`config.mk`:
```
export PLATFORM = sky130hd
export DESIGN_NAME = mmio_hub
export DESIGN_NICKNAME = d
export VERILOG_FILES = /design/src/rtl/mmio_pkg.sv /design/src/rtl/mmio_timer.sv /design/src/rtl/mmio_hub.sv
export SDC_FILE = /design/constraint.sdc
export NUM_CORES = 1
export LEC_CHECK = 0
export CAP_MARGIN = 20
export CORE_MARGIN = 2
export CORE_UTILIZATION = 35
export DETAILED_ROUTE_END_ITERATION = 10
export PLACE_DENSITY = 0.59
export SLEW_MARGIN = 5
export SYNTH_ARGS = -nofsm -noshare
export SYNTH_HDL_FRONTEND = slang
export SYNTH_SLANG_ARGS = --single-unit
```
`constraint.sdc`:
```
create_clock -name clk -period 10 [get_ports clk]
set_input_delay 2 -clock clk [delete_from_list [all_inputs] [get_ports clk]]
set_output_delay 2 -clock clk [all_outputs]
set_load 0.05 [all_outputs]
```
`src/rtl/mmio_pkg.sv`:
```
// Shared constants for the MMIO hub: register offsets inside the 64-word
// window and bit positions in the timer control register.
package mmio_pkg;

  localparam logic [5:0] OFF_OUT   = 6'h00;  // output regs occupy OFF_OUT..OFF_OUT+NUM_OUT-1
  localparam logic [5:0] OFF_IN    = 6'h10;
  localparam logic [5:0] OFF_EDGE  = 6'h11;
  localparam logic [5:0] OFF_MASK  = 6'h12;
  localparam logic [5:0] OFF_TCNT  = 6'h20;
  localparam logic [5:0] OFF_TCMP  = 6'h21;
  localparam logic [5:0] OFF_TCTRL = 6'h22;

  localparam int unsigned CTRL_EN    = 0;
  localparam int unsigned CTRL_AUTO  = 1;
  localparam int unsigned CTRL_IRQEN = 2;
  localparam int unsigned CTRL_EXP   = 15;

endpackage

```
`src/rtl/mmio_timer.sv`:
```
// Prescaled compare timer.
// Ports:
//   clk, rst       clock, asynchronous active-high reset
//   we_cmp         write strobe for the compare register
//   we_ctrl        write strobe for the control register
//   wdata          write data
//   count          current count (read value)
//   compare        compare value (read value)
//   ctrl           control read value {EXP, 12'b0, IRQEN, AUTO, EN}
module mmio_timer
  import mmio_pkg::*;
#(
  parameter int unsigned PRESCALE = 50
) (
  input  logic        clk,
  input  logic        rst,
  input  logic        we_cmp,
  input  logic        we_ctrl,
  input  logic [15:0] wdata,
  output logic [15:0] count,
  output logic [15:0] compare,
  output logic [15:0] ctrl
);

  localparam int unsigned PW = (PRESCALE > 1) ? $clog2(PRESCALE) : 1;
  localparam logic [PW-1:0] PSC_LAST = PW'(PRESCALE - 1);

  logic [PW-1:0] psc;
  logic          en;
  logic          auto_on;
  logic          irqen;
  logic          exp_flag;
  logic          tick;
  logic          match;

  assign tick  = en && (psc == PSC_LAST);
  assign match = (count == compare);

  // Prescaler is held at zero whenever the timer is disabled.
  always_ff @(posedge clk or posedge rst) begin
    if (rst)       psc <= '0;
    else if (!en)  psc <= '0;
    else if (tick) psc <= '0;
    else           psc <= psc + PW'(1);
  end

  always_ff @(posedge clk or posedge rst) begin
    if (rst) begin
      count    <= '0;
      compare  <= '0;
      en       <= 1'b0;
      auto_on  <= 1'b0;
      irqen    <= 1'b0;
      exp_flag <= 1'b0;
    end else begin
      if (we_cmp) compare <= wdata;
      if (we_ctrl) begin
        auto_on <= wdata[CTRL_AUTO];
        irqen   <= wdata[CTRL_IRQEN];
      end
      // One-shot stop on a compare hit overrides a same-cycle software EN write.
      if (tick && match && !auto_on) en <= 1'b0;
      else if (we_ctrl)              en <= wdata[CTRL_EN];
      // Hardware set of EXP wins over a same-cycle W1C.
      if (tick && match)                      exp_flag <= 1'b1;
      else if (we_ctrl && wdata[CTRL_EXP])    exp_flag <= 1'b0;
      // A tick needs EN=1, so it never coincides with the EN 0->1 count clear.
      if (tick) begin
        if (!match)      count <= count + 16'd1;
        else if (auto_on) count <= '0;
      end else if (we_ctrl && !en && wdata[CTRL_EN]) begin
        count <= '0;
      end
    end
  end

  always_comb begin
    ctrl             = '0;
    ctrl[CTRL_EN]    = en;
    ctrl[CTRL_AUTO]  = auto_on;
    ctrl[CTRL_IRQEN] = irqen;
    ctrl[CTRL_EXP]   = exp_flag;
  end

endmodule

```
`src/rtl/mmio_hub.sv`:
```
// Memory-map hub between the processor data port, data memory and on-board
// I/O. Gates the dmem write enable, decodes a 64-word MMIO window holding
// output registers, a synchronised input port with sticky edge flags and a
// compare timer, merges read data and drives a registered level interrupt.
// Ports:
//   clk, rst       clock, asynchronous active-high reset
//   daddr_i        processor data address
//   we_i           processor write strobe
//   wdata_i        processor write data
//   dmem_rdata_i   data memory read data
//   dmem_we_o      gated data memory write enable
//   rdata_o        read data returned to the processor
//   gpio_out_o     output registers concatenated, reg 0 in the LSBs
//   gpio_in_i      asynchronous inputs
//   irq_o          level interrupt
module mmio_hub
  import mmio_pkg::*;
#(
  parameter int unsigned DMEM_DEPTH = 13,
  parameter logic [15:0] MMIO_BASE  = 16'hC000,
  parameter int unsigned NUM_OUT    = 2,
  parameter int unsigned OUT_W      = 10,
  parameter int unsigned IN_W       = 10,
  parameter int unsigned PRESCALE   = 50,
  parameter int unsigned READ_LAT   = 0
) (
  input  logic                     clk,
  input  logic                     rst,
  input  logic [15:0]              daddr_i,
  input  logic                     we_i,
  input  logic [15:0]              wdata_i,
  input  logic [15:0]              dmem_rdata_i,
  output logic                     dmem_we_o,
  output logic [15:0]              rdata_o,
  output logic [NUM_OUT*OUT_W-1:0] gpio_out_o,
  input  logic [IN_W-1:0]          gpio_in_i,
  output logic                     irq_o
);

  logic             hit;
  logic [5:0]       off;
  logic             wr;
  logic [OUT_W-1:0] out_reg [NUM_OUT];
  logic [IN_W-1:0]  sync1, sync2, prev, flags, mask, rise, w1c;
  logic [15:0]      tcount, tcompare, tctrl;
  logic [15:0]      mmio_val;

  assign dmem_we_o = we_i & ~|daddr_i[15:DMEM_DEPTH];
  assign hit       = (daddr_i[15:6] == MMIO_BASE[15:6]);
  assign off       = daddr_i[5:0];
  assign wr        = we_i & hit;

  always_ff @(posedge clk or posedge rst) begin
    if (rst) begin
      for (int unsigned k = 0; k < NUM_OUT; k++) out_reg[k] <= '0;
    end else if (wr) begin
      for (int unsigned k = 0; k < NUM_OUT; k++)
        if (off == OFF_OUT + 6'(k)) out_reg[k] <= wdata_i[OUT_W-1:0];
    end
  end

  always_comb begin
    gpio_out_o = '0;
    for (int unsigned k = 0; k < NUM_OUT; k++) gpio_out_o[k*OUT_W +: OUT_W] = out_reg[k];
  end

  // Edge set is OR-ed after the W1C mask so a coincident rise keeps the flag.
  assign rise = sync2 & ~prev;
  assign w1c  = (wr && off == OFF_EDGE) ? wdata_i[IN_W-1:0] : '0;

  always_ff @(posedge clk or posedge rst) begin
    if (rst) begin
      sync1 <= '0;
      sync2 <= '0;
      prev  <= '0;
      flags <= '0;
      mask  <= '0;
    end else begin
      sync1 <= gpio_in_i;
      sync2 <= sync1;
      prev  <= sync2;
      flags <= (flags & ~w1c) | rise;
      if (wr && off == OFF_MASK) mask <= wdata_i[IN_W-1:0];
    end
  end

  mmio_timer #(.PRESCALE(PRESCALE)) u_timer (
    .clk     (clk),
    .rst     (rst),
    .we_cmp  (wr && off == OFF_TCMP),
    .we_ctrl (wr && off == OFF_TCTRL),
    .wdata   (wdata_i),
    .count   (tcount),
    .compare (tcompare),
    .ctrl    (tctrl)
  );

  always_ff @(posedge clk or posedge rst) begin
    if (rst) irq_o <= 1'b0;
    else     irq_o <= (|(flags & mask)) | (tctrl[CTRL_EXP] & tctrl[CTRL_IRQEN]);
  end

  always_comb begin
    mmio_val = '0;
    for (int unsigned k = 0; k < NUM_OUT; k++)
      if (off == OFF_OUT + 6'(k)) mmio_val[OUT_W-1:0] = out_reg[k];
    case (off)
      OFF_IN:    mmio_val[IN_W-1:0] = sync2;
      OFF_EDGE:  mmio_val[IN_W-1:0] = flags;
      OFF_MASK:  mmio_val[IN_W-1:0] = mask;
      OFF_TCNT:  mmio_val = tcount;
      OFF_TCMP:  mmio_val = tcompare;
      OFF_TCTRL: mmio_val = tctrl;
      default:   ;
    endcase
  end

  generate
    if (READ_LAT == 0) begin : g_comb_read
      assign rdata_o = hit ? mmio_val : dmem_rdata_i;
    end else begin : g_reg_read
      // MMIO data is captured at the address cycle; dmem data arrives live
      // one cycle later from the synchronous memory.
      logic        hit_q;
      logic [15:0] val_q;
      always_ff @(posedge clk or posedge rst) begin
        if (rst) begin
          hit_q <= 1'b0;
          val_q <= '0;
        end else begin
          hit_q <= hit;
          val_q <= mmio_val;
        end
      end
      assign rdata_o = hit_q ? val_q : dmem_rdata_i;
    end
  endgenerate

endmodule

```
==> qor.csv, run 1 <==
stage,metric,value,unit
worst_hold_path,hp-class,reg -> reg,
yosys,synthFlopType,dfrtp_1,
yosys,synth-async-reset-ratio,100,%
die,die-area,17200,um^2
grt,antenna_found_initial,0,
drt,dr.pass1.iters,7,
power_and_ir_drop,p_switching,254,uW
yosys,synth_warnings,0,
yosys,synth_area_leader_cell,dfrtp_1,
cells_and_area,final_cells,832,
worst_setup_path,rr_startpoint,u_timer.count[2]$_DFFE_PP0P_,
timing,relSlewSlack,32.6,%
worst_setup_path,cpMaxStageDelayCell,nor4b_1,
timing,tns,0,ns
worst_setup_path,cp-end-kind,primary output,
clock_network,cts-root-buf,clkbuf_16,
cells_and_area,syn_to_final_growth,34.2,%
grt,grt_use_total,18.4,%
grt,grt_pass1_wl,25000,um
worst_hold_path,hold_end,sync2[6]$_DFF_PP0_,
worst_setup_path,crit_required,8.00,ns
yosys,seq_area_frac_synth,50.0,%
yosys,synth_top_cell_area_share,50.0,%
run,maxCapViolations,0,
clock_network,clkLatencyLatePin,0.40,ns
worst_setup_path,cp_cell_sequence,clkdlybuf4s50_1 -> nor4b_1 -> nand2b_1 -> o21ai_0 -> a21oi_1 -> o31ai_1 -> clkdlybuf4s50_1,
yosys,synth.distinct_cells,51,
drt,drt_iter0_markers,301,
worst_setup_path,cp.arrival,5.44,ns
grt,grt_pass1_vias,4620,
outcome,outcome,"finished, final reports clean",
clock_network,cts_tree,built,
die,start_util,35.7,%
drt,postRouteAntennaNets,0,
timing,rsz0062_at_grt,no,
worst_hold_path,whs_path_depth,0,
clock_network,clock-sinks,113,
clock_network,cts_resized,0,
cells_and_area,nNetsFinal,668,
clock_network,numCtsBuffers,17,
yosys,yosys.area_share.simple,14.8,%
power_and_ir_drop,clock_power_share,56.8,%
yosys,synth_area_leaders,"dfrtp_1, mux2_2, mux2i_1",
yosys,synth.avg_cell_area,11.2,um^2
grt,grt_max_degree,77,
timing,hold_violations,0,
worst_hold_path,worst_hold_startpoint,sync1[6]$_DFF_PP0_,
yosys,synth_cells,505,
worst_setup_path,r2r-end,u_timer.count[11]$_DFFE_PP0P_,
clock_network,ctsHoldBuffers,0,
timing,worst_pin_slew,0.997,ns
yosys,synth_fa_ha_area_share,0.664,%
yosys,synth-seq-cells,113,
die,ios,99,
timing,hold_ws,0.345,ns
place,gp_routability_congestion,0.857,
cells_and_area,layout_common_cells,"dfrtp_1, clkdlybuf4s50_1, mux2_2",
grt,grt_overflow,0,
worst_setup_path,start_kind,primary input,
worst_setup_path,cp_max_fo,12,
timing,drv_slew,0,
power_and_ir_drop,power_density,168,nW/um^2
drt,drc,0,
cells_and_area,final_core_util,47.9,%
yosys,synth_fp_nets,569,
drt,wl,15200,um
worst_setup_path,r2r_setup_slack,7.89,ns
clock_network,cts_setup_buffers,0,
yosys,synth_edf_count,0,
timing,skew,0.00502,ns
power_and_ir_drop,power.share.switching,19.9,%
yosys,synth_xor_area_share,3.56,%
power_and_ir_drop,p_total,1.28,mW
timing,fin_crit,7.44,ns
cells_and_area,drive_gt1_share,18.3,%
worst_setup_path,cpPeakStageDelay,0.89,ns
worst_setup_path,worst_path_most_repeated_cell,clkdlybuf4s50_1,
worst_setup_path,crit_type,in -> out,
die,fp.dieH,131,um
cells_and_area,layout_commonest_cell,dfrtp_1,
place,port_buffers,98,
clock_network,clockBufferDepth,2,
power_and_ir_drop,pwr-share-comb,6.5,%
cells_and_area,antenna_cells,0,
timing,fmax,134,MHz
die,core_area,15800,um^2
yosys,synth_compound_area_share,13.5,%
yosys,syn_area,5650,um^2
drt,via_count,4433,
power_and_ir_drop,vdd_ir_drop_max,117,uV
clock_network,path_clk_slew,0.05,ns
place,hpwlAfterDp,10500,um
timing,setup_viol,0,
die,fp.dieW,131,um
die,core.rowCount,46,
clock_network,h-tree-depth,4,
yosys,synth_top_family_by_area,simple AND/OR/NAND/NOR gates,
drt,avgRoutedWirePerCell,18.3,um
yosys,synth.area.mux_share,14.5,%
timing,post-route-period-util,74.4,%
power_and_ir_drop,p_int,1.02,mW
power_and_ir_drop,p_leak,3.26,nW
worst_setup_path,worstRegToRegCells,6,
power_and_ir_drop,seq_power_share,36.6,%
drt,vias_per_cell,5.33,
place,dpl.cell_count,798,
[sequential cells by signal, indices dropped and copies added, names as in the netlist, 6 cells and up]
| signal | flops |
|---|---|
| flags | 10 |
| gpio_out_o | 20 |
| mask | 10 |
| prev | 10 |
| u_timer.psc | 6 |
| sync1 | 10 |
| sync2 | 10 |
| u_timer.compare | 16 |
| u_timer.count | 16 |
[synthesized netlist by cell type, drive strengths merged (2+ instances only)]
cell	count
buf	9
and4	3
xor2	4
nand3	18
nor2	22
a22oi	4
and2	6
ha	3
nor3b	3
a32oi	3
a221o	4
inv	12
a221oi	10
and4b	5
nand2b	8
a21oi	13
o2bb2ai	6
a22o	18
a21o	2
o31ai	13
or2	2
nand2	45
xnor2	19
nand4	9
or3	7
clkbuf	21
dfrtp	113
mux2	49
mux2i	27
and3	3
nor4b	2
nor3	7
a311o	5
o21ai	17
nor4	4
[stage by stage]
stage                     setup WS [ns]  area, um^2
after global routing               2.27        7590
after detailed placement           2.58        6860
after global placement             2.64        6860
after CTS                          2.56        7560
final                              2.56        7590
after floorplan                    3.44        5650
[worst max-delay path, delay by kind of cell]
| kind | cells | cell delay (ns) |
|---|---|---|
| simple gates | 2 | 1.40 |
| buf+inv | 2 | 1.33 |
| compound gates | 3 | 0.71 |
[cell families (layout without fill, tap and decap cells)]
kind of cell | after synthesis | in the layout
AOI/OAI and AO/OA | 99 | 99
xor gates and xnor gates | 23 | 23
adders and majority gates | 3 | 3
buffers and inverters | 42 | 153
DFF | 113 | 113
muxes | 76 | 76
and+or+nand+nor | 149 | 149
[layout make-up]
type / instances / area [um^2]
clock buffers: 20 / 447
clock inverters: 11 / 258
fillers: 1423 / 8240
inverters: 12 / 47.5
multi-input cells: 350 / 2670
flip-flops and latches: 113 / 2830
well taps: 216 / 270
repair buffers: 110 / 1070
[power by group through the flow]
stage / Sequential [mW] / Clock, mW / Combinational (mW)
finish: 0.467 / 0.726 / 0.0835
global route: 0.467 / 0.759 / 0.0905
CTS: 0.467 / 0.735 / 0.0842
detailed placement: 0.475 / 0 / 0.0839
global placement: 0.475 / 0 / 0.0831
floorplan: 0.474 / 0 / 0.0394
[layer usage]
| layer | share of wire, % | vias up | global-route usage (%) |
|---|---|---|---|
| met3 | 4.7 | 12 | 4.78 |
| li1 | - | 2066 | - |
| met4 | 1.4 | 0 | 6.04 |
| met5 | 0 | - | 0 |
| met2 | 48 | 131 | 28.7 |
| met1 | 46 | 2224 | 25.1 |
[worst max-delay path by stage]
stage | startpoint | end | cells past startpoint
finish | daddr_i[3] | rdata_o[9] | 7
global route | daddr_i[4] | rdata_o[7] | 7
CTS | daddr_i[3] | rdata_o[9] | 7
detailed placement | daddr_i[3] | rdata_o[6] | 7
global placement | daddr_i[3] | rdata_o[3] | 7
floorplan | daddr_i[1] | rdata_o[3] | 5
No activity file was read; power rests on OpenSTA's default activity.
==> run 2: changes to the inputs <==
==> constraint.sdc (replaced) <==
create_clock -name clk -period 7.1 [get_ports clk]
set_input_delay 1.42 -clock clk [delete_from_list [all_inputs] [get_ports clk]]
set_output_delay 1.42 -clock clk [all_outputs]
set_load 0.05 [all_outputs]
==> qor.csv, run 2 (synthesis gave the netlist of run 1 again) <==
stage,metric,value,unit,change
grt,antenna_found_initial,0,,unchanged
drt,dr.pass1.iters,5,,-2
timing,worst_pin_slew,1.01,ns,+0.0170 ns
timing,fin_ws,1.12,ns,-1.44 ns
drt,via_count,4419,,-0.32%
worst_setup_path,cp-end-kind,primary output,,
cells_and_area,syn_to_final_growth,32.4,%,
worst_setup_path,crit_type,in -> out,,
drt,postRouteAntennaNets,0,,unchanged
cells_and_area,nNetsFinal,669,,+0.15%
die,ios,99,,unchanged
cells_and_area,antenna_cells,0,,unchanged
clock_network,cts-root-buf,clkbuf_16,,
drt,avgRoutedWirePerCell,18.4,um,+0.52%
place,pre_cts_slack,1.17,ns,-1.41 ns
outcome,outcome,"finished, final reports clean",,
die,start_util,35.7,%,unchanged
timing,hold_violations,0,,unchanged
timing,setup_viol,0,,unchanged
cells_and_area,drive_gt1_share,18.6,%,+0.29 points
power_and_ir_drop,p_switching,372,uW,+47%
power_and_ir_drop,vdd_ir_drop_max,169,uV,+45%
power_and_ir_drop,pwr-share-comb,7.3,%,+0.8 points
drt,drt_iter0_markers,346,,+15%
timing,tns,0,ns,unchanged
timing,fin_crit,5.98,ns,
cells_and_area,layout_common_cells,"dfrtp_1, clkdlybuf4s50_1, mux2_2",,
place,hpwlAfterDp,10600,um,+0.95%
run,maxCapViolations,0,,unchanged
drt,wl,15300,um,+0.64%
clock_network,cts_tree,built,,
clock_network,ctsHoldBuffers,0,,unchanged
drt,drc,0,,unchanged
timing,post-route-period-util,84.3,%,
grt,grt_pass1_vias,4564,,-1.2%
clock_network,numCtsBuffers,17,,unchanged
timing,fmax,167,MHz,
clock_network,clkLatencyLatePin,0.43,ns,+0.03 ns
clock_network,clockBufferDepth,2,,unchanged
power_and_ir_drop,seq_power_share,40.5,%,+3.9 points
cells_and_area,layout_commonest_cell,dfrtp_1,,
worst_setup_path,r2r_setup_slack,5.01,ns,-2.88 ns
die,fp.dieH,131,um,unchanged
worst_setup_path,crit_required,5.68,ns,-2.32 ns
grt,grt_pass1_wl,25200,um,+0.86%
die,fp.dieW,131,um,unchanged
timing,relSlewSlack,31.9,%,-0.71 points
clock_network,h-tree-depth,4,,unchanged
die,core_area,15800,um^2,unchanged
clock_network,path_clk_slew,0.05,ns,about the same
power_and_ir_drop,p_leak,3.21,nW,-1.5%
power_and_ir_drop,power_density,217,nW/um^2,+29%
cells_and_area,largest_reg_flops,20,,unchanged
worst_setup_path,start_kind,primary input,,
place,gp_routability_congestion,0.846,,-1.3%
grt,grt_max_degree,59,,-23%
clock_network,cts_resized,0,,unchanged
grt,grt_use_total,18.6,%,+0.21 points
timing,rsz0062_at_grt,no,,
worst_hold_path,hp-class,reg -> reg,,
timing,skew,0.0100,ns,+0.00498 ns
die,core.rowCount,46,,unchanged
power_and_ir_drop,p_int,1.25,mW,+23%
power_and_ir_drop,clock_power_share,52.3,%,-4.5 points
worst_setup_path,cp.arrival,4.56,ns,-0.88 ns
grt,grt_overflow,0,,unchanged
timing,drv_slew,0,,unchanged
power_and_ir_drop,power.share.switching,22.9,%,+3.0 points
drt,vias_per_cell,5.30,,-0.44%
clock_network,cts_setup_buffers,0,,unchanged
clock_network,clock-sinks,113,,unchanged
place,port_buffers,98,,unchanged
worst_setup_path,cp_max_fo,22,,+10
die,die-area,17200,um^2,unchanged
run 2: changes by cell type in the layout (fill, tap and decap cells not counted), sizes merged:
cell and change:
clkinv +2, clkinvlp +2, clkbuf +3, bufinv -6
run 2: cell type report:
type / count / area [um^2]
clock buffers: 22 / 484
clock inverters: 9 / 106
fillers: 1431 / 8340
inverters: 12 / 47.5
multi-input cells: 350 / 2670
flip-flops and latches: 113 / 2830
well taps: 216 / 270
repair buffers: 111 / 1080
run 2: power groups by stage:
stage / logic (mW) / clock network, mW / registers [mW]
final: 0.118 / 0.850 / 0.658
after detailed placement: 0.119 / 0 / 0.669
after CTS: 0.119 / 0.861 / 0.658
after global placement: 0.118 / 0 / 0.669
after global routing: 0.127 / 0.890 / 0.658
after floorplan: 0.0556 / 0 / 0.667
run 2: worst paths after layout:
path | end | cells past startpoint | startpoint
min | sync2[0]$_DFF_PP0_ | 0 | sync1[0]$_DFF_PP0_
max reg2reg | u_timer.count[7]$_DFFE_PP0P_ | 6 | u_timer.count[2]$_DFFE_PP0P_
min reg2reg | sync2[0]$_DFF_PP0_ | 0 | sync1[0]$_DFF_PP0_
min in group asynchronous | u_timer.psc[3]$_DFF_PP0_ | 2 | rst
max | rdata_o[0] | 9 | daddr_i[0]
max in group asynchronous | u_timer.count[8]$_DFFE_PP0P_ | 3 | rst
run 2: metrics by stage:
| stage | hold slack [ns] | util [%] | power [mW] | cell area (um^2) | std cells |
|---|---|---|---|---|---|
| final | 0.345 | 47.3 | 1.63 | 7490 | 833 |
| after global routing | 0.351 | 47.3 | 1.68 | 7490 | 833 |
| after CTS | 0.349 | 47.2 | 1.64 | 7460 | 831 |
| after detailed placement | 0.336 | 43.4 | 0.788 | 6870 | 800 |
| after global placement | 0.334 | 43.4 | 0.786 | 6870 | 800 |
| after floorplan | 0.331 | - | 0.723 | 5650 | 505 |
run 2: worst max-delay path, cell delays in order:
cell	delay (ns)
clkdlybuf4s50_1	0.78
buf_4	0.41
nor2b_1	0.17
buf_4	0.21
o2bb2ai_1	0.14
a22o_1	0.20
a221oi_1	0.05
o21ai_0	0.30
clkdlybuf4s50_1	0.86
run 2: per-layer routing:
metal	vias up	track usage [%]	wire, um	part of all wire (%)
met2	134	28.0	6820	45
met1	2179	25.4	7390	48
met5	-	0	0	0
li1	2075	-	-	-
met3	31	4.32	709	4.6
met4	0	8.94	387	2.5
==> run 3: changes to the inputs <==
==> constraint.sdc (replaced) <==
create_clock -name clk -period 6 [get_ports clk]
set_input_delay 1.2 -clock clk [delete_from_list [all_inputs] [get_ports clk]]
set_output_delay 1.2 -clock clk [all_outputs]
set_load 0.05 [all_outputs]
==> qor.csv, run 3 (synthesis gave the netlist of run 1 again) <==
stage,metric,value,unit,change
timing,relSlewSlack,25.7,%,-6.2 points
clock_network,path_clk_slew,0.05,ns,about the same
worst_hold_path,hold_end,sync2[0]$_DFF_PP0_,,
cells_and_area,antenna_cells,0,,unchanged
cells_and_area,drive_gt1_share,21.0,%,+2.3 points
clock_network,cts_resized,0,,unchanged
timing,fmax,209,MHz,
clock_network,cts-root-buf,clkbuf_16,,
worst_setup_path,cpPeakStageDelay,0.73,ns,-0.13 ns
drt,vias_per_cell,5.33,,+0.40%
die,core_area,15800,um^2,unchanged
outcome,outcome,"finished, final reports clean",,
timing,post-route-period-util,79.9,%,
worst_hold_path,hp-class,reg -> reg,,
timing,drv_slew,0,,unchanged
place,gp_routability_congestion,0.835,,-1.4%
drt,postRouteAntennaNets,0,,unchanged
cells_and_area,largest_reg_flops,20,,unchanged
die,core.rowCount,46,,unchanged
worst_setup_path,rr_startpoint,u_timer.count[12]$_DFFE_PP0P_,,
clock_network,numCtsBuffers,17,,unchanged
clock_network,cts_setup_buffers,0,,unchanged
worst_setup_path,cp_max_fo,14,,-36%
cells_and_area,final_area,7620,um^2,+1.8%
worst_setup_path,cp_cell_sequence,clkdlybuf4s50_1 -> a2111oi_2 -> buf_4 -> a221oi_1 -> o31ai_1 -> buf_12,,
grt,grt_pass1_wl,24600,um,-2.4%
timing,rsz0062_at_grt,no,,
die,fp.dieH,131,um,unchanged
worst_setup_path,cp.arrival,3.59,ns,-0.97 ns
grt,antenna_found_initial,0,,unchanged
drt,wl,15100,um,-1.2%
clock_network,clkLatencyLatePin,0.41,ns,-0.02 ns
power_and_ir_drop,vdd_ir_drop_max,217,uV,+28%
timing,skew,0.00876,ns,-0.00124 ns
worst_setup_path,r2r_setup_slack,3.88,ns,-1.13 ns
worst_setup_path,cp-end-kind,primary output,,
die,ios,99,,unchanged
clock_network,h-tree-depth,4,,unchanged
worst_setup_path,r2r-end,u_timer.count[7]$_DFFE_PP0P_,,
cells_and_area,layout_commonest_cell,dfrtp_1,,
place,port_buffers,98,,unchanged
die,fp.dieW,131,um,unchanged
grt,grt_overflow,0,,unchanged
power_and_ir_drop,p_leak,3.29,nW,+2.5%
clock_network,clock-sinks,113,,unchanged
power_and_ir_drop,power_density,265,nW/um^2,+22%
worst_setup_path,cpMaxStageDelayCell,clkdlybuf4s50_1,,
drt,via_count,4426,,+0.16%
worst_setup_path,crit_required,4.80,ns,-0.88 ns
cells_and_area,layout_common_cells,"dfrtp_1, clkdlybuf4s50_1, mux2_2",,
die,start_util,35.7,%,unchanged
cells_and_area,syn_to_final_growth,34.8,%,
die,die-area,17200,um^2,unchanged
worst_setup_path,worstRegToRegCells,6,,unchanged
worst_setup_path,crit_type,in -> out,,
drt,dr.pass1.iters,5,,unchanged
run,maxCapViolations,0,,unchanged
timing,setup_viol,0,,unchanged
clock_network,cts_tree,built,,
grt,grt_use_total,18.2,%,-0.47 points
cells_and_area,fillers,1386,,-3.1%
grt,grt_pass1_vias,4527,,-0.81%
worst_hold_path,whs_path_depth,0,,unchanged
timing,hold_violations,0,,unchanged
worst_hold_path,worst_hold_startpoint,sync1[0]$_DFF_PP0_,,
clock_network,ctsHoldBuffers,0,,unchanged
timing,worst_pin_slew,1.11,ns,+0.0948 ns
timing,fin_crit,4.79,ns,
worst_setup_path,start_kind,primary input,,
clock_network,clockBufferDepth,2,,unchanged
grt,grt_max_degree,66,,+12%
drt,drc,0,,unchanged
drt,avgRoutedWirePerCell,18.2,um,-0.95%
place,place_area,6980,um^2,+1.5%
cells_and_area,nNetsFinal,668,,-0.15%
timing,tns,0,ns,unchanged
drt,drt_iter0_markers,349,,+0.87%
place,hpwlAfterDp,10600,um,-0.25%
==> run 3: cell types whose count changed in the layout (fill, tap and decap cells not counted), sizes merged <==
cell / delta
buf: +16
clkdlybuf4s50: -16
bufinv: +3
clkbuf: -3
clkinv: -1
clkinvlp: -1
==> run 3: layer usage <==
layer | part of all wire (%) | wire [um] | vias up | GRT usage, %
li1 | - | - | 2062 | -
met1 | 46 | 6930 | 2188 | 24.1
met2 | 47 | 7120 | 149 | 28.7
met3 | 5.3 | 796 | 27 | 4.44
met4 | 1.9 | 283 | 0 | 7.07
met5 | 0 | 0 | - | 0
==> run 3: worst max path at each step <==
stage / slack, ns / depth (start not counted) / endpoint / startpoint
6_report: 1.21 / 6 / rdata_o[9] / daddr_i[1]
3_5_place_dp: 1.22 / 8 / rdata_o[5] / daddr_i[4]
2_1_floorplan: 1.04 / 5 / rdata_o[3] / daddr_i[1]
5_1_grt: 1.01 / 8 / rdata_o[5] / daddr_i[3]
3_3_place_gp: 1.27 / 8 / rdata_o[3] / daddr_i[3]
4_1_cts: 1.21 / 8 / rdata_o[5] / daddr_i[4]
==> run 3: stage by stage <==
stage	hold WS [ns]	cells	setup slack (ns)	total power, mW	util, %
floorplan	0.331	505	1.04	0.856	-
global placement	0.335	801	1.27	0.940	44.1
detailed placement	0.335	801	1.22	0.942	44.1
CTS	0.347	831	1.21	2.04	48.1
global route	0.354	831	1.01	2.09	48.1
finish	0.345	831	1.21	2.02	48.1
==> run 3: where the power goes <==
part | switching, mW | internal (mW)
registers | 0.00526 | 0.773
clock network | 0.343 | 0.752
logic | 0.0798 | 0.0692
==> run 3: area by class of cell <==
class,count,area (um^2),share of cell area (%)
repair buffers,110,1170,15.3
clock buffers,20,457,5.99
clock inverters,10,184,2.41
well taps,216,270,3.55
inverters,12,47.5,0.624
flip-flops and latches,113,2830,37.1
multi-input cells,350,2670,35.0
==> run 3: critical path, delay by kind of cell <==
kind / cells / cell delay (ns)
buffers and inverters: 3 / 1.23
AO/OA/AOI/OAI: 3 / 1.15
